File: src/rtl/ex_stage.sv
// Execute stage of the five-stage RV32IM pipeline: ALU, single-cycle multiply, branch/jump
// resolution, and an iterative radix-2 divider that stalls upstream while it runs.
module ex_stage #(
  parameter int unsigned XLEN = 32
) (
  input  logic            clk,
  input  logic            rst_n,
  input  logic            ID_Valid,
  input  logic [XLEN-1:0] ID_Pc,
  input  logic [XLEN-1:0] ID_Pc4,
  input  logic [XLEN-1:0] ID_Rs1data,
  input  logic [XLEN-1:0] ID_Rs2data,
  input  logic [XLEN-1:0] ID_Imm,
  input  logic [4:0]      ID_RegD,
  input  logic [4:0]      ID_AluOp,
  input  logic            ID_ASel,
  input  logic            ID_BSel,
  input  logic            ID_Branch,
  input  logic [2:0]      ID_BrFunct3,
  input  logic [1:0]      ID_Jump,
  input  logic            ID_WReg,
  input  logic            ID_Wmem,
  input  logic            ID_Rmem,
  input  logic [1:0]      ID_WBsel,
  output logic            EX_Stall,
  output logic            EX_Redirect,
  output logic [XLEN-1:0] EX_Target,
  output logic [XLEN-1:0] EX_Pc4,
  output logic [XLEN-1:0] EX_Alu_Result,
  output logic [XLEN-1:0] EX_Wdata,
  output logic [XLEN-1:0] EX_Imm,
  output logic [4:0]      EX_RegD,
  output logic            EX_WReg,
  output logic            EX_Wmem,
  output logic            EX_Rmem,
  output logic [1:0]      EX_WBsel
);

  typedef enum logic [1:0] {StIdle, StBusy, StDone} div_state_e;

  logic [XLEN-1:0]   op_a, op_b, alu_res, fast_res, div_res, a_abs, b_abs, q_fix, r_fix;
  logic [2*XLEN-1:0] mul_a, mul_b, mul_p;
  logic              is_div, div_signed, is_rem, div_by_zero, div_ovf, div_start;
  logic              a_neg, b_neg, br_taken, load;
  logic [XLEN:0]     step_tmp, step_diff;

  div_state_e        state_q, state_d;
  logic [4:0]        cnt_q, cnt_d;
  logic [XLEN-1:0]   quo_q, quo_d, rem_q, rem_d, dvsr_q, dvsr_d;
  logic              negq_q, negq_d, negr_q, negr_d;

  logic            redirect_q, redirect_d, wreg_q, wreg_d, wmem_q, wmem_d, rmem_q, rmem_d;
  logic [XLEN-1:0] target_q, target_d, pc4_q, pc4_d, res_q, res_d;
  logic [XLEN-1:0] wdata_q, wdata_d, imm_q, imm_d;
  logic [4:0]      regd_q, regd_d;
  logic [1:0]      wbsel_q, wbsel_d;

  assign op_a = ID_ASel ? ID_Pc : ID_Rs1data;
  assign op_b = ID_BSel ? ID_Imm : ID_Rs2data;

  // One product serves all four multiplies; the extension bits pick the signedness.
  assign mul_a = {{XLEN{op_a[XLEN-1] & (ID_AluOp == 5'd12 || ID_AluOp == 5'd13)}}, op_a};
  assign mul_b = {{XLEN{op_b[XLEN-1] & (ID_AluOp == 5'd12)}}, op_b};
  assign mul_p = mul_a * mul_b;

  assign is_div      = ID_AluOp inside {5'd16, 5'd17, 5'd18, 5'd19};
  assign div_signed  = ID_AluOp == 5'd16 || ID_AluOp == 5'd18;
  assign is_rem      = ID_AluOp == 5'd18 || ID_AluOp == 5'd19;
  assign div_by_zero = op_b == '0;
  assign div_ovf     = div_signed && op_a == {1'b1, {XLEN-1{1'b0}}} && op_b == '1;
  assign div_start   = ID_Valid && is_div && !div_by_zero && !div_ovf;
  assign a_neg       = div_signed & op_a[XLEN-1];
  assign b_neg       = div_signed & op_b[XLEN-1];
  assign a_abs       = a_neg ? '0 - op_a : op_a;
  assign b_abs       = b_neg ? '0 - op_b : op_b;

  always_comb begin
    fast_res = '0;
    if (div_by_zero)  fast_res = is_rem ? op_a : '1;
    else if (div_ovf) fast_res = is_rem ? '0 : op_a;
  end

  always_comb begin
    alu_res = '0;
    case (ID_AluOp)
      5'd0:  alu_res = op_a + op_b;
      5'd1:  alu_res = op_a - op_b;
      5'd2:  alu_res = op_a << op_b[4:0];
      5'd3:  alu_res = {{XLEN-1{1'b0}}, $signed(op_a) < $signed(op_b)};
      5'd4:  alu_res = {{XLEN-1{1'b0}}, op_a < op_b};
      5'd5:  alu_res = op_a ^ op_b;
      5'd6:  alu_res = op_a >> op_b[4:0];
      5'd7:  alu_res = $signed(op_a) >>> op_b[4:0];
      5'd8:  alu_res = op_a | op_b;
      5'd9:  alu_res = op_a & op_b;
      5'd10: alu_res = op_b;
      5'd11: alu_res = mul_p[XLEN-1:0];
      5'd12, 5'd13, 5'd14: alu_res = mul_p[2*XLEN-1:XLEN];
      5'd16, 5'd17, 5'd18, 5'd19: alu_res = fast_res;
      default: alu_res = '0;
    endcase
  end

  always_comb begin
    br_taken = 1'b0;
    case (ID_BrFunct3)
      3'd0: br_taken = ID_Rs1data == ID_Rs2data;
      3'd1: br_taken = ID_Rs1data != ID_Rs2data;
      3'd4: br_taken = $signed(ID_Rs1data) < $signed(ID_Rs2data);
      3'd5: br_taken = $signed(ID_Rs1data) >= $signed(ID_Rs2data);
      3'd6: br_taken = ID_Rs1data < ID_Rs2data;
      3'd7: br_taken = ID_Rs1data >= ID_Rs2data;
      default: br_taken = 1'b0;
    endcase
  end

  // Restoring step: shift the next dividend bit into the partial remainder, subtract if it fits.
  assign step_tmp  = {rem_q, quo_q[XLEN-1]};
  assign step_diff = step_tmp - {1'b0, dvsr_q};
  assign q_fix     = negq_q ? '0 - quo_q : quo_q;
  assign r_fix     = negr_q ? '0 - rem_q : rem_q;
  assign div_res   = is_rem ? r_fix : q_fix;

  assign EX_Stall = (state_q == StIdle && div_start) || state_q == StBusy;

  always_comb begin
    state_d = state_q;
    cnt_d   = cnt_q;
    quo_d   = quo_q;
    rem_d   = rem_q;
    dvsr_d  = dvsr_q;
    negq_d  = negq_q;
    negr_d  = negr_q;
    unique case (state_q)
      StIdle: begin
        if (div_start) begin
          quo_d   = a_abs;
          rem_d   = '0;
          dvsr_d  = b_abs;
          negq_d  = a_neg ^ b_neg;
          negr_d  = a_neg;
          cnt_d   = '0;
          state_d = StBusy;
        end
      end
      StBusy: begin
        if (!step_diff[XLEN]) begin
          rem_d = step_diff[XLEN-1:0];
          quo_d = {quo_q[XLEN-2:0], 1'b1};
        end else begin
          rem_d = step_tmp[XLEN-1:0];
          quo_d = {quo_q[XLEN-2:0], 1'b0};
        end
        cnt_d = cnt_q + 5'd1;
        if (cnt_q == 5'd31) state_d = StDone;
      end
      StDone:  state_d = StIdle;
      default: state_d = StIdle;
    endcase
  end

  assign load = ID_Valid && !EX_Stall;

  always_comb begin
    redirect_d = 1'b0;
    target_d   = '0;
    pc4_d      = '0;
    res_d      = '0;
    wdata_d    = '0;
    imm_d      = '0;
    regd_d     = '0;
    wreg_d     = 1'b0;
    wmem_d     = 1'b0;
    rmem_d     = 1'b0;
    wbsel_d    = '0;
    if (load) begin
      redirect_d = (ID_Branch && br_taken) || ID_Jump == 2'd1 || ID_Jump == 2'd2;
      target_d   = (ID_Jump == 2'd2) ? ((ID_Rs1data + ID_Imm) & ~{{XLEN-1{1'b0}}, 1'b1})
                                     : ID_Pc + ID_Imm;
      pc4_d      = ID_Pc4;
      res_d      = (state_q == StDone) ? div_res : alu_res;
      wdata_d    = ID_Rs2data;
      imm_d      = ID_Imm;
      regd_d     = ID_RegD;
      wreg_d     = ID_WReg;
      wmem_d     = ID_Wmem;
      rmem_d     = ID_Rmem;
      wbsel_d    = ID_WBsel;
    end
  end

  always_ff @(posedge clk or negedge rst_n) begin
    if (!rst_n) begin
      state_q    <= StIdle;
      cnt_q      <= '0;
      quo_q      <= '0;
      rem_q      <= '0;
      dvsr_q     <= '0;
      negq_q     <= 1'b0;
      negr_q     <= 1'b0;
      redirect_q <= 1'b0;
      target_q   <= '0;
      pc4_q      <= '0;
      res_q      <= '0;
      wdata_q    <= '0;
      imm_q      <= '0;
      regd_q     <= '0;
      wreg_q     <= 1'b0;
      wmem_q     <= 1'b0;
      rmem_q     <= 1'b0;
      wbsel_q    <= '0;
    end else begin
      state_q    <= state_d;
      cnt_q      <= cnt_d;
      quo_q      <= quo_d;
      rem_q      <= rem_d;
      dvsr_q     <= dvsr_d;
      negq_q     <= negq_d;
      negr_q     <= negr_d;
      redirect_q <= redirect_d;
      target_q   <= target_d;
      pc4_q      <= pc4_d;
      res_q      <= res_d;
      wdata_q    <= wdata_d;
      imm_q      <= imm_d;
      regd_q     <= regd_d;
      wreg_q     <= wreg_d;
      wmem_q     <= wmem_d;
      rmem_q     <= rmem_d;
      wbsel_q    <= wbsel_d;
    end
  end

  assign EX_Redirect   = redirect_q;
  assign EX_Target     = target_q;
  assign EX_Pc4        = pc4_q;
  assign EX_Alu_Result = res_q;
  assign EX_Wdata      = wdata_q;
  assign EX_Imm        = imm_q;
  assign EX_RegD       = regd_q;
  assign EX_WReg       = wreg_q;
  assign EX_Wmem       = wmem_q;
  assign EX_Rmem       = rmem_q;
  assign EX_WBsel      = wbsel_q;

endmodule

File: config.mk
export PLATFORM = sky130hd
export DESIGN_NAME = ex_stage
export DESIGN_NICKNAME = d
export VERILOG_FILES = /design/src/rtl/ex_stage.sv
export SDC_FILE = /design/constraint.sdc
export NUM_CORES = 2
export LEC_CHECK = 0
export CAP_MARGIN = 30
export CORE_MARGIN = 2
export CORE_UTILIZATION = 55
export CTS_CLUSTER_SIZE = 16
export DETAILED_ROUTE_END_ITERATION = 16
export DONT_BUFFER_PORTS = 1
export PLACE_DENSITY = 0.81
export SYNTH_ARGS = -nofsm -noshare
export SYNTH_HDL_FRONTEND = slang
export SYNTH_SLANG_ARGS = --single-unit
File: constraint.sdc
create_clock -name clk -period 11.2 [get_ports clk]
set_clock_uncertainty 0.2 [all_clocks]
set_input_delay 1.68 -clock clk [delete_from_list [all_inputs] [get_ports clk]]
set_output_delay 1.68 -clock clk [all_outputs]
set_load 0.02 [all_outputs]
* Yosys cells after proc, flatten, opt, wreduce, memory -nomap -nowiden
Cells that the tools add are included.
Storage, ports and cells: bits in registers 276
Cells by class: add/sub/neg operators 10, $mul 1, magnitude comparators 6, equal/unequal tests 34, shifts and indexed selects 3, multiplexer cells 37, bitwise logic cells 8, reduce and logical (&&, ||, !) cells 28
Operators by type and width (number):
- 32-bit two-way mux | 21
- 32-bit case mux with 14 select lines | 1
- 32-bit < comparator | 4
- 32-bit case mux with 2 select lines | 2
- 1-bit by 32-bit subtractor with 32-bit output (first input constant) | 4
- 32-bit adder | 3
- 32-bit == test (second input constant) | 2
- 32-bit greater-or-equal comparator | 2
- 33-bit by 33-bit multiplier with 64-bit output | 1
- 5-bit by 4-bit == test with 1-bit output (second input constant) | 7
- 33-bit by 32-bit subtractor with 33-bit output | 1
- 32-bit bitwise AND | 1
- 32-bit == test | 1
- 32-bit zero test | 1
- 32-bit inequality test | 1
- 32-bit OR | 1
- 32-bit by 5-bit left shift with 32-bit output | 1
- 32-bit by 5-bit right shift with 32-bit output | 1
- 32-bit by 5-bit >>> shifter with 32-bit output | 1
- 32-bit subtractor | 1
- 32-bit bitwise XOR | 1
- 5-bit == test (second input constant) | 5
- 5-bit by 3-bit == test with 1-bit output (second input constant) | 4
- 3-bit == test (second input constant) | 4
- 27 further kinds | 56

* Depth between registers and ports, before layout
word-level depth 11, gate-level depth with buffers 39, gate-level depth less buffers 31

* Worst setup path after synthesis
No wires, ideal clock.
path type input-to-reg, from input ID_BSel, to register res_q[30] (netlist: EX_Alu_Result[30]), library setup time 129 ps, arrival 11118 ps, slack -248 ps, stages on the path 36, path buffers 9, cell sequence buf_6 buf_4 buf_6 buf_6 buf_4 mux2i_2 clkbuf_1 buf_2 clkbuf_1 buf_1 nor2_1 fa_1 inv_1 fa_1 inv_1 fa_1 inv_1 fa_1 inv_1 fa_1 fa_1 inv_1 fa_1 fa_1 inv_1 ha_1 a21o_1 a21o_1 a21oi_1 o21ai_0 a21o_1 a21oi_1 o311ai_0 a221o_1 a21oi_1 a31oi_1
On the way: cells in the longest elaborated chain, start to end 10, elaborated cells between the ends (all ways) 27, classes of those cells add/sub (2); mul (1); eq/ne (1); shift (3); mux (6); bitwise (4); reduce/logical (10)
Ends and longest elaborated chain:
- start: declaration | RTL line 17 | input logic ID_BSel,
- 32-bit two-way mux (*) | RTL line 59 | assign op_b = ID_BSel ? ID_Imm : ID_Rs2data;
- branches (longest 8 deep; another with 33-bit by 33-bit multiplier with 64-bit output)
- 32-bit two-way mux (*) | RTL line 176 | if (load) begin
- named net res_d[30] | RTL line 53 | logic [XLEN-1:0] target_q, target_d, pc4_q, pc4_d, res_q, res_d;
- end signal: assignment | RTL line 223 | res_q <= res_d;
- end: declaration | RTL line 53
Mark *: on every way through the listed nets, which the timed path passes. A chain may end at the register's enable or synchronous reset.

* Worst setup path in the final report
from input ID_ASel, to register res_q[27] (netlist: EX_Alu_Result[27])
On the way: cells in the longest elaborated chain, start to end 11, elaborated cells between the ends (all ways) 27, classes of those cells add/sub (2); mul (1); eq/ne (1); shift (3); mux (8); bitwise (4); reduce/logical (8)
Ends and longest elaborated chain:
- start: declaration | RTL line 16 | input logic ID_ASel,
- 32-bit two-way mux (*) | RTL line 58 | assign op_a = ID_ASel ? ID_Pc : ID_Rs1data;
- branches (longest 9 deep; another with 33-bit by 33-bit multiplier with 64-bit output)
- 32-bit two-way mux (*) | RTL line 176
- named net res_d[27] | RTL line 53
Marks and branches as above.

==> results.txt <==
----------------------------------------------------
[Setup path]
  Class of the most critical setup path ... in -> reg
  Slowest cell on the critical path ... inv_1
  Largest incremental delay on the critical path ... 750 ps
  Kind of launch point of the worst setup path ... input port
  Highest fanout seen on the critical path ... 54
  Required @ worst endpoint ... 11540 ps
  Most frequent cell on the critical path ... fa_1
  Crit path arrival time ... 11050 ps
  Kind of capture point of the worst setup path ... flip-flop

[Logic synthesis]
  Synthesized netlist cell count ... 7821
  Synthesized area per cell ... 8.35 um2
  Number of unique standard cell types used by synthesis ... 90
  Number of synthesized register bits ... 276
  Top FF cell, synth ... dfrtp_1
  Register area share after synthesis ... 0.106
  Combined area of all synthesized cells ... 0.0653 mm2
  Synthesized net count ... 9578
  Count of synthesis-stage warnings from yosys ... 0
  Count of flip-flops with a built-in enable after synthesis ... 0
  Synth async-reset ratio ... 1.00

[Route]
  Routed length per instance ... 34.4 um
  DRC violation count after routing ... 0
  First drt pass iteration count ... 7
  Total wirelength of the detailed-routed design ... 322000 um
  Initial DRC Count ... 7906
  Antenna viol nets, final ... 0
  Count of vias placed by the detailed router ... 62240
  Via/cell ratio ... 6.66

[Min path]
  Hold Crit Class ... reg -> reg

[Clock network]
  Post-CTS Hold Fix Bufs ... 0
  Bufs on Longest Clock Path ... 3
  Root cell of the clock tree ... clkbuf_16
  Quantity of gates resized following cts ... 0
  Total setup buffers inserted after CTS ... 0
  Clock slew at the register clock pins of the worst setup and hold paths ... 70 ps
  Inserted Clock Buffers ... 29
  Sinks on the clock net ... 276
  TritonCTS clock tree ... yes
  Insertion delay to the later sink of the worst-skew pair ... 620 ps
  Number of H-tree branching levels ... 1

[Finish]
  Fill cell count ... 10347
  Share of cells above drive strength 1 ... 0.0705
  Syn-to-layout area delta ... 6.80%
  Post-route core utilization ... 0.591
  Most common cell after layout, fill and taps aside ... inv_1
  Most frequent cells in the layout ... inv_1 (1358), nand2_1 (1131), fa_1 (1129)
  Number of nets in the layout ... 9528

[Timing]
  Fin. max-slew vios ... 0
  Time the worst path needs with I/O delays and setup ... 10710 ps
  Top achievable clock speed ... 93.4 MHz
  Least-Margin Pin Slew ... 1180 ps
  Period utilisation layout ... 0.956
  Count of endpoints failing hold in the final timing report ... 0
  Worst slew slack as a fraction of its limit ... 0.190
  Setup violation total in the final timing report ... 0
  Tightest hold margin ... 281 ps
  Total Neg Setup Slack ... 0 ps
  RSZ-0062 raised after global routing ... no

[GRT]
  Global-route wire length before repair ... 455000 um
  Global-route congestion overflow total ... 0
  Number of antenna violations at the first check in global routing ... 29
  Gr usage total ... 0.530
  Number of global-route vias before repair ... 62332
  Largest net degree at the start of global routing ... 277

[Floorplanning]
  Initial Utilization ... 0.554
  Die X-Extent ... 349 um
  Overall die height ... 349 um
  Number of standard-cell rows in the floorplan ... 126
  Die area ... 0.121 mm2
  Ports placed on the boundary ... 358
  Placeable Area ... 0.118 mm2

[Place]
  Number of I/O port buffers ... 0
  DPL Wire Length ... 252000 um
  RD Place Congestion ... 1.12

[Run]
  Max-Cap Viols ... 0

[Outcome]
  Status ... complete, no violations

----------------------------------------------------
## flip-flops by register name, summed over array words and instances, names as in the netlist, 2 cells and up
signal         cells
EX_Target         32
EX_Alu_Result     32
EX_Wdata          32
cnt_q              5
EX_Pc4            32
state_q            2
rem_q             32
dvsr_q            32
EX_WBsel           2
EX_RegD            5
quo_q             32
EX_Imm            32
## stage by stage
stage	instance area (um2)	setup WS [ps]	std cells
after floorplan	65300	34.6	7821
after global placement	68600	397	9263
after detailed placement	68700	385	9274
after CTS	69700	966	9326
after global routing	69700	447	9328
final	69700	495	9347
## kinds of logic after synthesis
family                     synth area share
xor gates and xnor gates             0.0365
DFF                                   0.106
adders and majority gates             0.431
muxes                                0.0299
AOI/OAI and AO/OA                     0.138
buffers and inverters                 0.108
and+or+nand+nor                       0.151
## worst max-delay path: cells and delay by family
family	cells	cell delay (ps)
adder cells (fa/ha/maj)	9	4510
AO/OA/AOI/OAI	7	2320
buffers and inverters	6	1640
AND/OR/NAND/NOR	3	320
XOR/XNOR	1	280
multiplexers	1	210
## layout make-up
class	instances	area (um2)	area share
flip-flops and latches	276	6910	0.0991
clock inverters	16	155	0.00223
clock buffers	36	782	0.0112
repair buffers	367	3080	0.0441
well taps	1536	1920	0.0276
diodes	19	47.5	0.000682
multi-input cells	5708	51600	0.740
inverters	1389	5220	0.0749
## final timing paths
check                      depth (start not counted)  slack, ps  startpoint                end
max                                               27        490     ID_ASel  EX_Alu_Result[27]
min                                                2        280  dvsr_q[29]         dvsr_q[29]
max reg2reg                                       12       6500    rem_q[6]  EX_Alu_Result[26]
min reg2reg                                        2        280  dvsr_q[29]         dvsr_q[29]
max in group asynchronous                          0       9940       rst_n       EX_Wdata[23]
min in group asynchronous                          0        560       rst_n   EX_Alu_Result[3]
## per-layer routing
| metal | vias to the layer above | global-route usage | wire (um) |
|---|---|---|---|
| li1 | 24818 | - | - |
| met1 | 30647 | 0.627 | 109000 |
| met2 | 5183 | 0.749 | 130000 |
| met3 | 1580 | 0.218 | 47400 |
| met4 | 12 | 0.441 | 34900 |
| met5 | - | 0.00400 | 130 |
## Yosys cell counts (50+ instances only)
cell type,number,area [um2]
inv_1,1362,5110
nand2_1,1134,4260
fa_1,1130,22600
nor2_1,656,2460
ha_1,441,5520
a21oi_1,323,1620
clkbuf_1,319,1200
o21ai_0,314,1570
dfrtp_1,276,6910
xnor2_1,198,1730
mux2i_1,173,1730
a21o_1,115,863
and2_1,98,613
nand3_1,92,460
nor3_1,80,400
xor2_1,74,648
buf_1,73,274
a211oi_1,52,390
a31oi_1,52,325
o211ai_1,50,375
Power is not shown: default switching activity piles up to over one toggle a cycle in this logic, so the estimate is an artifact.
